### config.mk
export PLATFORM = sky130hd
export DESIGN_NAME = mult_ctrl_hilo
export DESIGN_NICKNAME = d
export VERILOG_FILES = /design/src/rtl/mult_ctrl_hilo.sv
export SDC_FILE = /design/constraint.sdc
export NUM_CORES = 1
export LEC_CHECK = 0
export BUFFER_PORTS_ARGS = -buffer_cell sky130_fd_sc_hd__buf_2
export CAP_MARGIN = 20
export CORE_MARGIN = 4
export CORE_UTILIZATION = 40
export CTS_CLUSTER_SIZE = 8
export DETAILED_ROUTE_END_ITERATION = 12
export PLACE_DENSITY = 0.81
export REMOVE_ABC_BUFFERS = 1
export SETUP_SLACK_MARGIN = 0.2
export SKIP_LAST_GASP = 1
export SLEW_MARGIN = 0
export SYNTH_ARGS = -nofsm -noshare
export SYNTH_HDL_FRONTEND = slang
export SYNTH_SLANG_ARGS = --single-unit
export TNS_END_PERCENT = 1
### constraint.sdc
create_clock -name clk -period 1.6 [get_ports clk]
set_input_delay 0 -clock clk [delete_from_list [all_inputs] [get_ports clk]]
set_output_delay 0 -clock clk [all_outputs]
set_load 0.005 [all_outputs]
### src/rtl/mult_ctrl_hilo.sv
// mult_ctrl_hilo
// ---------------------------------------------------------------------------
// Sequencer and HI/LO result register for a 32-step shift-add unsigned
// multiplier. A MULTU request latches the operands, pulses the multiplier's
// load control for one cycle, then issues STEPS step cycles. The 64-bit
// product is then captured into HI/LO, and MFHI/MFLO reads are served.
//
// Ports:
//   clk         clock, all state updates on the rising edge
//   reset       asynchronous, active-low reset
//   start       request strobe
//   funct       function code (MULTU / MFHI / MFLO)
//   dataA       multiplicand, sampled with an accepted start
//   dataB       multiplier operand, sampled with an accepted start
//   product     64-bit result bus from the multiplier
//   mul_dataA   registered operand A to the multiplier
//   mul_dataB   registered operand B to the multiplier
//   mul_reset   active-high load pulse to the multiplier
//   mul_signal  multiplier control code (MULTU while stepping, OUT otherwise)
//   busy        high while a multiply is in flight
//   done        one-cycle pulse when HI/LO hold a new result
//   hi, lo      architectural HI/LO registers
//   dataOut     MFHI/MFLO read data (combinational from funct)
// ---------------------------------------------------------------------------
module mult_ctrl_hilo #(
  parameter int STEPS = 32
) (
  input  logic        clk,
  input  logic        reset,
  input  logic        start,
  input  logic [5:0]  funct,
  input  logic [31:0] dataA,
  input  logic [31:0] dataB,
  input  logic [63:0] product,
  output logic [31:0] mul_dataA,
  output logic [31:0] mul_dataB,
  output logic        mul_reset,
  output logic [5:0]  mul_signal,
  output logic        busy,
  output logic        done,
  output logic [31:0] hi,
  output logic [31:0] lo,
  output logic [31:0] dataOut
);

  localparam logic [5:0] FUNCT_MULTU = 6'b011001;
  localparam logic [5:0] FUNCT_MFHI  = 6'b010000;
  localparam logic [5:0] FUNCT_MFLO  = 6'b010010;
  localparam logic [5:0] SIG_MULTU   = 6'b011001;
  localparam logic [5:0] SIG_OUT     = 6'b111111;

  localparam logic [1:0] IDLE    = 2'd0;
  localparam logic [1:0] LOAD    = 2'd1;
  localparam logic [1:0] RUN     = 2'd2;
  localparam logic [1:0] CAPTURE = 2'd3;

  localparam int CW = (STEPS > 1) ? $clog2(STEPS) : 1;
  localparam logic [CW-1:0] LAST_STEP = CW'(STEPS - 1);

  logic [1:0]    state;
  logic [CW-1:0] counter;

  // NOTE: all sequential state uses non-blocking assignments so every
  // register samples pre-edge values; blocking here would create ordering
  // races between the state, counter and operand updates.
  always_ff @(posedge clk or negedge reset) begin
    if (!reset) begin
      state     <= IDLE;
      counter   <= '0;
      mul_dataA <= '0;
      mul_dataB <= '0;
      hi        <= '0;
      lo        <= '0;
      done      <= 1'b0;
    end else begin
      // done is a single-cycle pulse; only the CAPTURE exit raises it.
      done <= 1'b0;
      case (state)
        IDLE: begin
          // Non-MULTU starts are ignored; operands only move on acceptance.
          if (start && (funct == FUNCT_MULTU)) begin
            mul_dataA <= dataA;
            mul_dataB <= dataB;
            state     <= LOAD;
          end
        end
        LOAD: begin
          counter <= '0;
          state   <= RUN;
        end
        RUN: begin
          // The edge leaving RUN is itself the last step edge, so the
          // multiplier sees exactly STEPS steps (counter values 0..STEPS-1).
          counter <= counter + 1'b1;
          if (counter == LAST_STEP) begin
            state <= CAPTURE;
          end
        end
        CAPTURE: begin
          hi    <= product[63:32];
          lo    <= product[31:0];
          done  <= 1'b1;
          state <= IDLE;
        end
        default: state <= IDLE;
      endcase
    end
  end

  // Control decode is purely a function of state, so no input reaches
  // these outputs combinationally.
  assign busy       = (state != IDLE);
  assign mul_reset  = (state == LOAD);
  assign mul_signal = (state == RUN) ? SIG_MULTU : SIG_OUT;

  // Read port: returns the last captured result in any state, including
  // while a new multiply is in flight.
  // NOTE: dataOut gets a default before the case so no path leaves it
  // unassigned, which would otherwise infer a latch.
  always_comb begin
    dataOut = '0;
    case (funct)
      FUNCT_MFHI: dataOut = hi;
      FUNCT_MFLO: dataOut = lo;
      default:    dataOut = '0;
    endcase
  end

endmodule

# Word-level counts from Yosys, hierarchy flattened
# Index checks and enable logic that the tools add are counted.
[op_classes]
n_addsub = 1
eq_ne = 9
muxes = 7
n_reduce_logical = 6
[op_table]
columns = ["op", "count"]
rows = [
  ["one-hot mux 32 bit (2 select lines)", 1],
  ["== test 6 x 5 -> 1 bit, second input constant", 3],
  ["one-hot mux 5 bit (2 select lines)", 1],
  ["one-hot mux 2 bit (4 select lines)", 1],
  ["two-way mux 6 bit", 1],
  ["adder 5 x 1 -> 5 bit, second input constant", 1],
  ["== test 5 bit, second input constant", 1],
  ["== test 2 bit, second input constant", 2],
  ["two-way mux 2 bit", 2],
  ["!= test 2 bit, second input constant", 2],
  ["AND reduction 2 bit", 2],
  ["nonzero test 2 bit", 2],
  ["== test 2 x 1 -> 1 bit, second input constant", 1],
  ["zero test 2 bit", 1],
  ["logical AND 1 bit", 1],
  ["two-way mux 1 bit", 1],
]
[totals]
reg_bits = 136
in_bits = 137
out_inout_bits = 169
wordCells = 30

# Logic depth before layout (Yosys ltp)
# Gate-level depths: netlist of the first run.
[depth]
depth_word = 4
ltp_mapped = 7

# Worst setup path after synthesis of the first run
# No wires, ideal clock.
[synth_timing]
path_kind = "register to register"
startpoint = "register state[0]"
endpoint = "register state[1]"
setup_time_ps = 125
t_arrival_ps = 1399
setup_slack_ps = 76
stages_incl_launch_ff = 7
n_path_buf = 0
period_less_slack_ps = 1524
cell_sequence = "dfrtp_1 inv_1 ha_1 inv_1 o22ai_1 a21oi_1 mux2_2"
[synth_via]
elab_chain_len = 3
[synth_lines]
columns = ["item", "line", "rtl"]
rows = [
  ["from (decl)", "60", "logic [1:0] state;"],
  ["from (signal assigned)", "68", "state <= IDLE;"],
  ["from (signal assigned)", "84", "state <= LOAD;"],
  ["from (signal assigned)", "89", "state <= RUN;"],
  ["== test 2 bit or zero test 2 bit (tied branches)", "78", "case (state)"],
  ["!= test 2 bit (no source line)", "-", ""],
  ["AND reduction 2 bit (no source line)", "-", ""],
]
# Several ways; a longest one is shown, not always the timed one.
# A chain may end at the register's enable or synchronous reset.

# Final worst setup path of the first run
[layout_timing]
startpoint = "register state[1]"
endpoint = "register mul_dataA[23]"
[layout_via]
elab_chain_len = 2
[layout_lines]
columns = ["item", "line", "rtl"]
rows = [
  ["zero test 2 bit", "78", ""],
  ["AND reduction 2 bit (no source line)", "-", ""],
  ["to (signal assigned)", "82", "mul_dataA <= dataA;"],
  ["to (decl)", "35", "output logic [31:0] mul_dataA,"],
]
# No other way between the ends.

==> results of run 1 <==
[worst reg2reg max path, stage by stage (launching register included)]
cell and delay [ns]:
sky130_fd_sc_hd__dfrtp_1 0.39, sky130_fd_sc_hd__inv_1 0.09, sky130_fd_sc_hd__ha_2 0.20, sky130_fd_sc_hd__nand4_4 0.09, sky130_fd_sc_hd__buf_12 0.17, sky130_fd_sc_hd__buf_16 0.17, sky130_fd_sc_hd__mux2_2 0.29
[cell type report]
cell class              count  share of cell area
flip-flops and latches    136               0.361
repair buffers            457               0.332
multi-input cells         194               0.219
clock buffers              20              0.0473
well taps                 180              0.0239
clock inverters            12              0.0135
inverters                   9             0.00358
diodes                      1            0.000265
[per-stage QoR]
stage | TNS, ns | util | instance area (um2) | total power, uW
floorplan | -96.90 | - | 5450 | 7280
global placement | 0 | 0.537 | 7420 | 9190
detailed placement | -0.000342 | 0.537 | 7420 | 9410
CTS | 0 | 0.682 | 9430 | 13600
global route | 0 | 0.683 | 9440 | 14400
finish | 0 | 0.683 | 9440 | 13600
[repair_timing]
item	4_1_cts	5_1_grt
resized for setup	9	1
hold buffers	129	0
pin swaps	1	0
hold endpoints to repair	264	0
setup buffers	5	1
cloned	2	0
setup endpoints to repair	122	134
[cell families after synthesis]
kind of cell	after synthesis	synth area share
other	1	0.000664
flip-flops	136	0.603
multiplexers	129	0.261
adder cells (fa/ha/maj)	6	0.0133
buffers and inverters	34	0.0419
AO/OA/AOI/OAI	42	0.0596
AND/OR/NAND/NOR	14	0.0208
[per-layer routing]
metal	track usage	up-vias	part of all wire
li1	-	2210	-
met1	0.252	2434	0.36
met2	0.418	254	0.53
met3	0.0766	48	0.077
met4	0.101	0	0.036
met5	0	-	0
[flip-flops by register name (all words and copies together), names as in the netlist]
register,cells
lo,32
mul_dataB,32
done,1
state,2
hi,32
mul_dataA,32
counter,5
[Yosys cell counts]
master / count / area [um2]
sky130_fd_sc_hd__a21oi_1: 2 / 10.0
sky130_fd_sc_hd__a22o_1: 32 / 280
sky130_fd_sc_hd__and3_1: 1 / 6.26
sky130_fd_sc_hd__and4b_2: 1 / 11.3
sky130_fd_sc_hd__buf_2: 6 / 30.0
sky130_fd_sc_hd__buf_4: 5 / 37.5
sky130_fd_sc_hd__buf_6: 3 / 33.8
sky130_fd_sc_hd__clkbuf_1: 5 / 18.8
sky130_fd_sc_hd__clkbuf_8: 6 / 82.6
sky130_fd_sc_hd__conb_1: 1 / 3.75
sky130_fd_sc_hd__dfrtp_1: 136 / 3400
sky130_fd_sc_hd__ha_1: 6 / 75.1
sky130_fd_sc_hd__inv_1: 9 / 33.8
sky130_fd_sc_hd__mux2_2: 124 / 1400
sky130_fd_sc_hd__mux2_4: 5 / 75.1
sky130_fd_sc_hd__nand2_1: 1 / 3.75
sky130_fd_sc_hd__nand2_2: 1 / 6.26
sky130_fd_sc_hd__nand3_1: 4 / 20.0
sky130_fd_sc_hd__nand3b_1: 1 / 7.51
sky130_fd_sc_hd__nand4_4: 1 / 21.3
sky130_fd_sc_hd__nor2_2: 1 / 6.26
sky130_fd_sc_hd__nor3b_1: 1 / 7.51
sky130_fd_sc_hd__nor4_2: 1 / 12.5
sky130_fd_sc_hd__nor4b_2: 1 / 15.0
sky130_fd_sc_hd__o21ai_0: 5 / 25.0
sky130_fd_sc_hd__o22a_1: 1 / 8.76
sky130_fd_sc_hd__o22ai_1: 2 / 12.5
[report_power, final]
group / leakage, uW / internal (uW) / switching (uW) / total (uW)
clock network: 0.000272 / 2330 / 1450 / 3770
logic: 0.00291 / 2550 / 1730 / 4290
registers: 0.00173 / 4640 / 908 / 5550
total: 0.00491 / 9520 / 4090 / 13600
[path summary, 6_finish.rpt]
check,end,cells past startpoint
max,mul_dataA[23]$_DFFE_PN0P_,6
min,lo[1]$_DFFE_PN0P_,2
max reg2reg,mul_dataA[23]$_DFFE_PN0P_,6
min reg2reg,mul_dataA[21]$_DFFE_PN0P_,1
max in group asynchronous,mul_dataB[9]$_DFFE_PN0P_,3
min in group clk,state[1]$_DFFE_PN0P_,4
==> impl_metrics.xml, run 1 <==
<?xml version="1.0" encoding="UTF-8"?>
<metrics>
  <group name="run_status">
    <metric name="outcome" unit="">finished clean</metric>
  </group>
  <group name="layout">
    <metric name="layoutNonFillerInstCount" unit="">1009</metric>
    <metric name="area.sequential" unit="um2">3400</metric>
    <metric name="drive_above_1_share" unit="">0.604</metric>
    <metric name="flow.area_growth_from_synthesis" unit="%">67.2</metric>
    <metric name="mostFrequentLayoutCell" unit="">sky130_fd_sc_hd__buf_2</metric>
    <metric name="nNetsFinal" unit="">958</metric>
    <metric name="nFillCells" unit="">880</metric>
    <metric name="layout.cells.most_common_list" unit="">sky130_fd_sc_hd__buf_2, sky130_fd_sc_hd__dfrtp_1, sky130_fd_sc_hd__dlygate4sd3_1, sky130_fd_sc_hd__mux2_2, sky130_fd_sc_hd__a22o_1</metric>
    <metric name="multi_input_area" unit="um2">2070</metric>
  </group>
  <group name="clock_tree">
    <metric name="clk_transition_reported_paths" unit="ns">0.06</metric>
    <metric name="tritoncts" unit="">done</metric>
    <metric name="clock-root-buffer" unit="">sky130_fd_sc_hd__clkbuf_16</metric>
    <metric name="htreeDepth" unit="">4</metric>
    <metric name="clk_latency_worst_skew_pair" unit="ns">0.41</metric>
    <metric name="cts-root-to-sink-buffers" unit="">2</metric>
    <metric name="inserted_clock_buffers" unit="">17</metric>
    <metric name="clock_sink_count" unit="">136</metric>
  </group>
  <group name="floorplan">
    <metric name="die_height" unit="um">127</metric>
    <metric name="num_rows" unit="">43</metric>
    <metric name="design.core.area" unit="um2">13800</metric>
    <metric name="num_io_pins" unit="">306</metric>
    <metric name="floorplan.die_area" unit="um2">16100</metric>
    <metric name="initial_utilization" unit="">0.408</metric>
    <metric name="die_width" unit="um">127</metric>
  </group>
  <group name="place">
    <metric name="portBuffers" unit="">302</metric>
    <metric name="worst_setup_slack_post_dpl" unit="ns">-0.000342</metric>
    <metric name="dpl.hpwl" unit="um">11500</metric>
    <metric name="placed_cells_incl_taps" unit="">839</metric>
    <metric name="gp_congestion" unit="">0.909</metric>
  </group>
  <group name="setup_path">
    <metric name="worst_path_dominant_cell_family" unit="">buffers and inverters</metric>
    <metric name="critPathLaunch" unit="">state[1]$_DFFE_PN0P_</metric>
    <metric name="worst_ep_arrival_time" unit="ns">1.82</metric>
    <metric name="worstPathRequired" unit="ns">1.88</metric>
    <metric name="setup.worst_path.end_class" unit="">flop</metric>
    <metric name="timing.critical_path.from_type" unit="">flop</metric>
    <metric name="critical_path_peak_fanout" unit="">17</metric>
    <metric name="max_stage_delay" unit="ns">0.39</metric>
    <metric name="cp_num_buf_inv" unit="">3</metric>
    <metric name="timing.critical_path.cells" unit="">inv_1 &gt; ha_2 &gt; nand4_4 &gt; buf_12 &gt; buf_16 &gt; mux2_2</metric>
    <metric name="cpMaxStageDelayCell" unit="">sky130_fd_sc_hd__dfrtp_1</metric>
    <metric name="worstReg2RegStart" unit="">state[1]$_DFFE_PN0P_</metric>
    <metric name="worstSetupPathType" unit="">reg2reg</metric>
    <metric name="timing.reg2reg.setup_slack" unit="ns">0.07</metric>
  </group>
  <group name="sta">
    <metric name="postLayoutSetupSlackWorst" unit="ns">0.0668</metric>
    <metric name="setup_viol" unit="">0</metric>
    <metric name="finalHoldViolations" unit="">0</metric>
    <metric name="setup_repair_after_global_routing_missed_its_margin" unit="">yes</metric>
    <metric name="hold-worst-slack" unit="ns">0.102</metric>
    <metric name="fin_worst_skew" unit="ns">0.00781</metric>
    <metric name="report.final.slew_viol_count" unit="">0</metric>
    <metric name="achievable-frequency" unit="MHz">652</metric>
    <metric name="fin_crit_sh" unit="">0.958</metric>
    <metric name="final_critical_path_required_period" unit="ns">1.53</metric>
  </group>
  <group name="min_path">
    <metric name="type_of_the_tightest_min_delay_check" unit="">in2async</metric>
  </group>
  <group name="logic_synthesis">
    <metric name="syn_inst" unit="">362</metric>
    <metric name="ys_seq_elements" unit="">136</metric>
    <metric name="yosysWarningCount" unit="">0</metric>
    <metric name="synth_sequential_area_ratio" unit="">0.603</metric>
    <metric name="synthDistinctLibCells" unit="">27</metric>
    <metric name="syn-mean-instance-area" unit="um2">15.6</metric>
    <metric name="syn-cell-area" unit="um2">5640</metric>
  </group>
  <group name="detailed_routing">
    <metric name="ant_nets" unit="">0</metric>
    <metric name="detail_route.drc_violations" unit="">0</metric>
    <metric name="drt-vias-per-instance" unit="">4.90</metric>
    <metric name="detail_route.first_pass.iterations" unit="">4</metric>
    <metric name="detail_route.wirelength" unit="um">18800</metric>
    <metric name="route.vias.total" unit="">4946</metric>
    <metric name="drt_iter0_drc" unit="">118</metric>
    <metric name="avgRoutedWirePerCell" unit="um">18.6</metric>
  </group>
  <group name="global_route">
    <metric name="grt_first_pass_wirelength" unit="um">29600</metric>
    <metric name="grt_antenna_before_repair" unit="">1</metric>
    <metric name="globalRouteOverflowTotal" unit="">0</metric>
    <metric name="global_route.usage.total" unit="">0.234</metric>
    <metric name="grt_start_max_net_pins" unit="">55</metric>
    <metric name="grt_pass1_vias" unit="">5614</metric>
  </group>
  <group name="power">
    <metric name="power_density" unit="nW/um2">1440</metric>
    <metric name="cellLeakagePower" unit="uW">0.00491</metric>
    <metric name="worst_case_vdd_ir_drop" unit="mV">0.997</metric>
  </group>
  <group name="run">
    <metric name="max_cap_check_violation_count" unit="">0</metric>
  </group>
</metrics>
Power figures use the tool's default switching activity.
==> run 2: changes to the inputs <==
CTS_BUF_LIST = sky130_fd_sc_hd__clkbuf_4 sky130_fd_sc_hd__clkbuf_8 sky130_fd_sc_hd__clkbuf_16   (was default)
==> impl_metrics.xml, run 2 (synthesized netlist as in run 1, its figures left out) <==
<?xml version="1.0" encoding="UTF-8"?>
<metrics>
  <group name="floorplan">
    <metric name="floorplan.die_area" unit="um2">16100</metric>
    <metric name="num_io_pins" unit="">306</metric>
    <metric name="num_rows" unit="">43</metric>
    <metric name="die_width" unit="um">127</metric>
    <metric name="design.core.area" unit="um2">13800</metric>
    <metric name="initial_utilization" unit="">0.408</metric>
    <metric name="die_height" unit="um">127</metric>
  </group>
  <group name="detailed_routing">
    <metric name="route.vias.total" unit="">4968</metric>
    <metric name="drt-vias-per-instance" unit="">4.92</metric>
    <metric name="detail_route.drc_violations" unit="">0</metric>
    <metric name="drt_iter0_drc" unit="">121</metric>
    <metric name="avgRoutedWirePerCell" unit="um">18.7</metric>
    <metric name="detail_route.first_pass.iterations" unit="">4</metric>
    <metric name="detail_route.wirelength" unit="um">18900</metric>
    <metric name="ant_nets" unit="">0</metric>
  </group>
  <group name="setup_path">
    <metric name="timing.critical_path.cells" unit="">inv_1 &gt; ha_2 &gt; nand4_4 &gt; buf_12 &gt; buf_16 &gt; mux2_2</metric>
    <metric name="setup.worst_path.end_class" unit="">flop</metric>
    <metric name="timing.critical_path.from_type" unit="">flop</metric>
    <metric name="rr_worst_depth" unit="">6</metric>
    <metric name="worstSetupPathType" unit="">reg2reg</metric>
    <metric name="worstPathRequired" unit="ns">1.88</metric>
    <metric name="worst_ep_arrival_time" unit="ns">1.82</metric>
    <metric name="cpMaxStageDelayCell" unit="">sky130_fd_sc_hd__dfrtp_1</metric>
    <metric name="max_stage_delay" unit="ns">0.39</metric>
    <metric name="cp_num_cells" unit="">6</metric>
    <metric name="cp_num_buf_inv" unit="">3</metric>
    <metric name="worst_path_dominant_cell_family" unit="">buffers and inverters</metric>
    <metric name="critical_path_peak_fanout" unit="">17</metric>
  </group>
  <group name="place">
    <metric name="portBuffers" unit="">302</metric>
    <metric name="gp_congestion" unit="">0.909</metric>
    <metric name="post_dp_cell_area" unit="um2">7420</metric>
    <metric name="dpl.hpwl" unit="um">11500</metric>
  </group>
  <group name="clock_tree">
    <metric name="tritoncts" unit="">done</metric>
    <metric name="clk_latency_worst_skew_pair" unit="ns">0.41</metric>
    <metric name="inserted_clock_buffers" unit="">17</metric>
    <metric name="clk_transition_reported_paths" unit="ns">0.06</metric>
    <metric name="htreeDepth" unit="">4</metric>
    <metric name="clock-root-buffer" unit="">sky130_fd_sc_hd__clkbuf_16</metric>
    <metric name="clock_sink_count" unit="">136</metric>
    <metric name="cts-root-to-sink-buffers" unit="">2</metric>
  </group>
  <group name="layout">
    <metric name="mostFrequentLayoutCell" unit="">sky130_fd_sc_hd__buf_2</metric>
    <metric name="fin_util" unit="">0.683</metric>
    <metric name="flow.area_growth_from_synthesis" unit="%">67.4</metric>
    <metric name="layout.cells.most_common_list" unit="">sky130_fd_sc_hd__buf_2, sky130_fd_sc_hd__dfrtp_1, sky130_fd_sc_hd__dlygate4sd3_1, sky130_fd_sc_hd__mux2_2, sky130_fd_sc_hd__a22o_1</metric>
    <metric name="nNetsFinal" unit="">958</metric>
    <metric name="nFillCells" unit="">880</metric>
    <metric name="drive_above_1_share" unit="">0.607</metric>
    <metric name="postLayoutCellArea" unit="um2">9450</metric>
  </group>
  <group name="sta">
    <metric name="final_critical_path_required_period" unit="ns">1.54</metric>
    <metric name="finalHoldViolations" unit="">0</metric>
    <metric name="fin_crit_sh" unit="">0.961</metric>
    <metric name="achievable-frequency" unit="MHz">650</metric>
    <metric name="report.final.slew_viol_count" unit="">0</metric>
    <metric name="setup_viol" unit="">0</metric>
    <metric name="setup_repair_after_global_routing_missed_its_margin" unit="">yes</metric>
    <metric name="fin_worst_skew" unit="ns">0.00962</metric>
    <metric name="hold-worst-slack" unit="ns">0.0991</metric>
  </group>
  <group name="power">
    <metric name="total_switching_power" unit="uW">4100</metric>
    <metric name="seq_power_share" unit="">0.406</metric>
    <metric name="worst_case_vdd_ir_drop" unit="mV">0.988</metric>
    <metric name="power_switching_share" unit="">0.300</metric>
    <metric name="fraction_of_power_consumed_by_combinational_cells" unit="">0.315</metric>
    <metric name="cellLeakagePower" unit="uW">0.00492</metric>
    <metric name="intPower" unit="uW">9550</metric>
    <metric name="power_density" unit="nW/um2">1440</metric>
    <metric name="clockPowerShare" unit="">0.279</metric>
  </group>
  <group name="run_status">
    <metric name="outcome" unit="">finished clean</metric>
  </group>
  <group name="global_route">
    <metric name="grt_pass1_vias" unit="">5631</metric>
    <metric name="global_route.usage.total" unit="">0.235</metric>
    <metric name="grt_antenna_before_repair" unit="">1</metric>
    <metric name="globalRouteOverflowTotal" unit="">0</metric>
    <metric name="grt_start_max_net_pins" unit="">55</metric>
    <metric name="grt_first_pass_wirelength" unit="um">29700</metric>
  </group>
  <group name="min_path">
    <metric name="type_of_the_tightest_min_delay_check" unit="">in2async</metric>
  </group>
  <group name="run">
    <metric name="max_cap_check_violation_count" unit="">0</metric>
  </group>
</metrics>
-- run 2: metal layers --
layer / global-route usage / routed length, um / vias up
met5: 0 / 0 / -
met4: 0.0940 / 574 / 0
met3: 0.0754 / 1430 / 40
met2: 0.424 / 10000 / 252
met1: 0.254 / 6850 / 2463
li1: - / - / 2213
-- run 2: cell type report --
cell class              count  area (um2)  share of cell area
inverters                   9        33.8             0.00358
flip-flops and latches    136        3400               0.360
clock buffers              20         454              0.0481
repair buffers            457        3130               0.332
well taps                 180         225              0.0238
clock inverters            12         128              0.0135
diodes                      1        2.50            0.000265
multi-input cells         194        2070               0.219
-- run 2: worst paths after layout --
check	slack (ns)	endpoint	startpoint
setup / recovery	0.06	mul_dataA[23]$_DFFE_PN0P_	state[1]$_DFFE_PN0P_
hold / removal	0.1	lo[1]$_DFFE_PN0P_	reset
setup reg to reg	0.06	mul_dataA[23]$_DFFE_PN0P_	state[1]$_DFFE_PN0P_
hold reg to reg	0.50	mul_dataA[21]$_DFFE_PN0P_	mul_dataA[21]$_DFFE_PN0P_
max in group asynchronous	0.87	mul_dataB[9]$_DFFE_PN0P_	reset
min in group clk	0.20	state[1]$_DFFE_PN0P_	funct[4]
-- run 2: repair_timing --
action | CTS | global route
gates resized for setup | 9 | 2
hold buffers | 129 | 0
hold endpoints to repair | 264 | 0
cloned | 2 | 0
setup buffers | 5 | 1
pin swaps | 1 | 1
endpoints found under the setup margin | 122 | 135
-- run 2: power by group through the flow --
stage,combinational [uW],clock [uW],sequential [uW]
finish,4300,3810,5540
global route,4660,4060,5680
CTS,4210,3890,5500
detailed placement,3860,0,5550
global placement,3750,0,5440
floorplan,1780,0,5500
-- run 2: metrics by stage --
| step | TNS (ns) | setup slack, ns | total power, uW | cells |
|---|---|---|---|---|
| 6_report | 0 | 0.0621 | 13600 | 1009 |
| 3_3_place_gp | 0 | 0.0487 | 9190 | 839 |
| 3_5_place_dp | -0.000342 | -0.000342 | 9410 | 839 |
| 4_1_cts | 0 | 0.0786 | 13600 | 1007 |
| 2_1_floorplan | -96.90 | -0.904 | 7280 | 339 |
| 5_1_grt | 0 | 0.0189 | 14400 | 1009 |
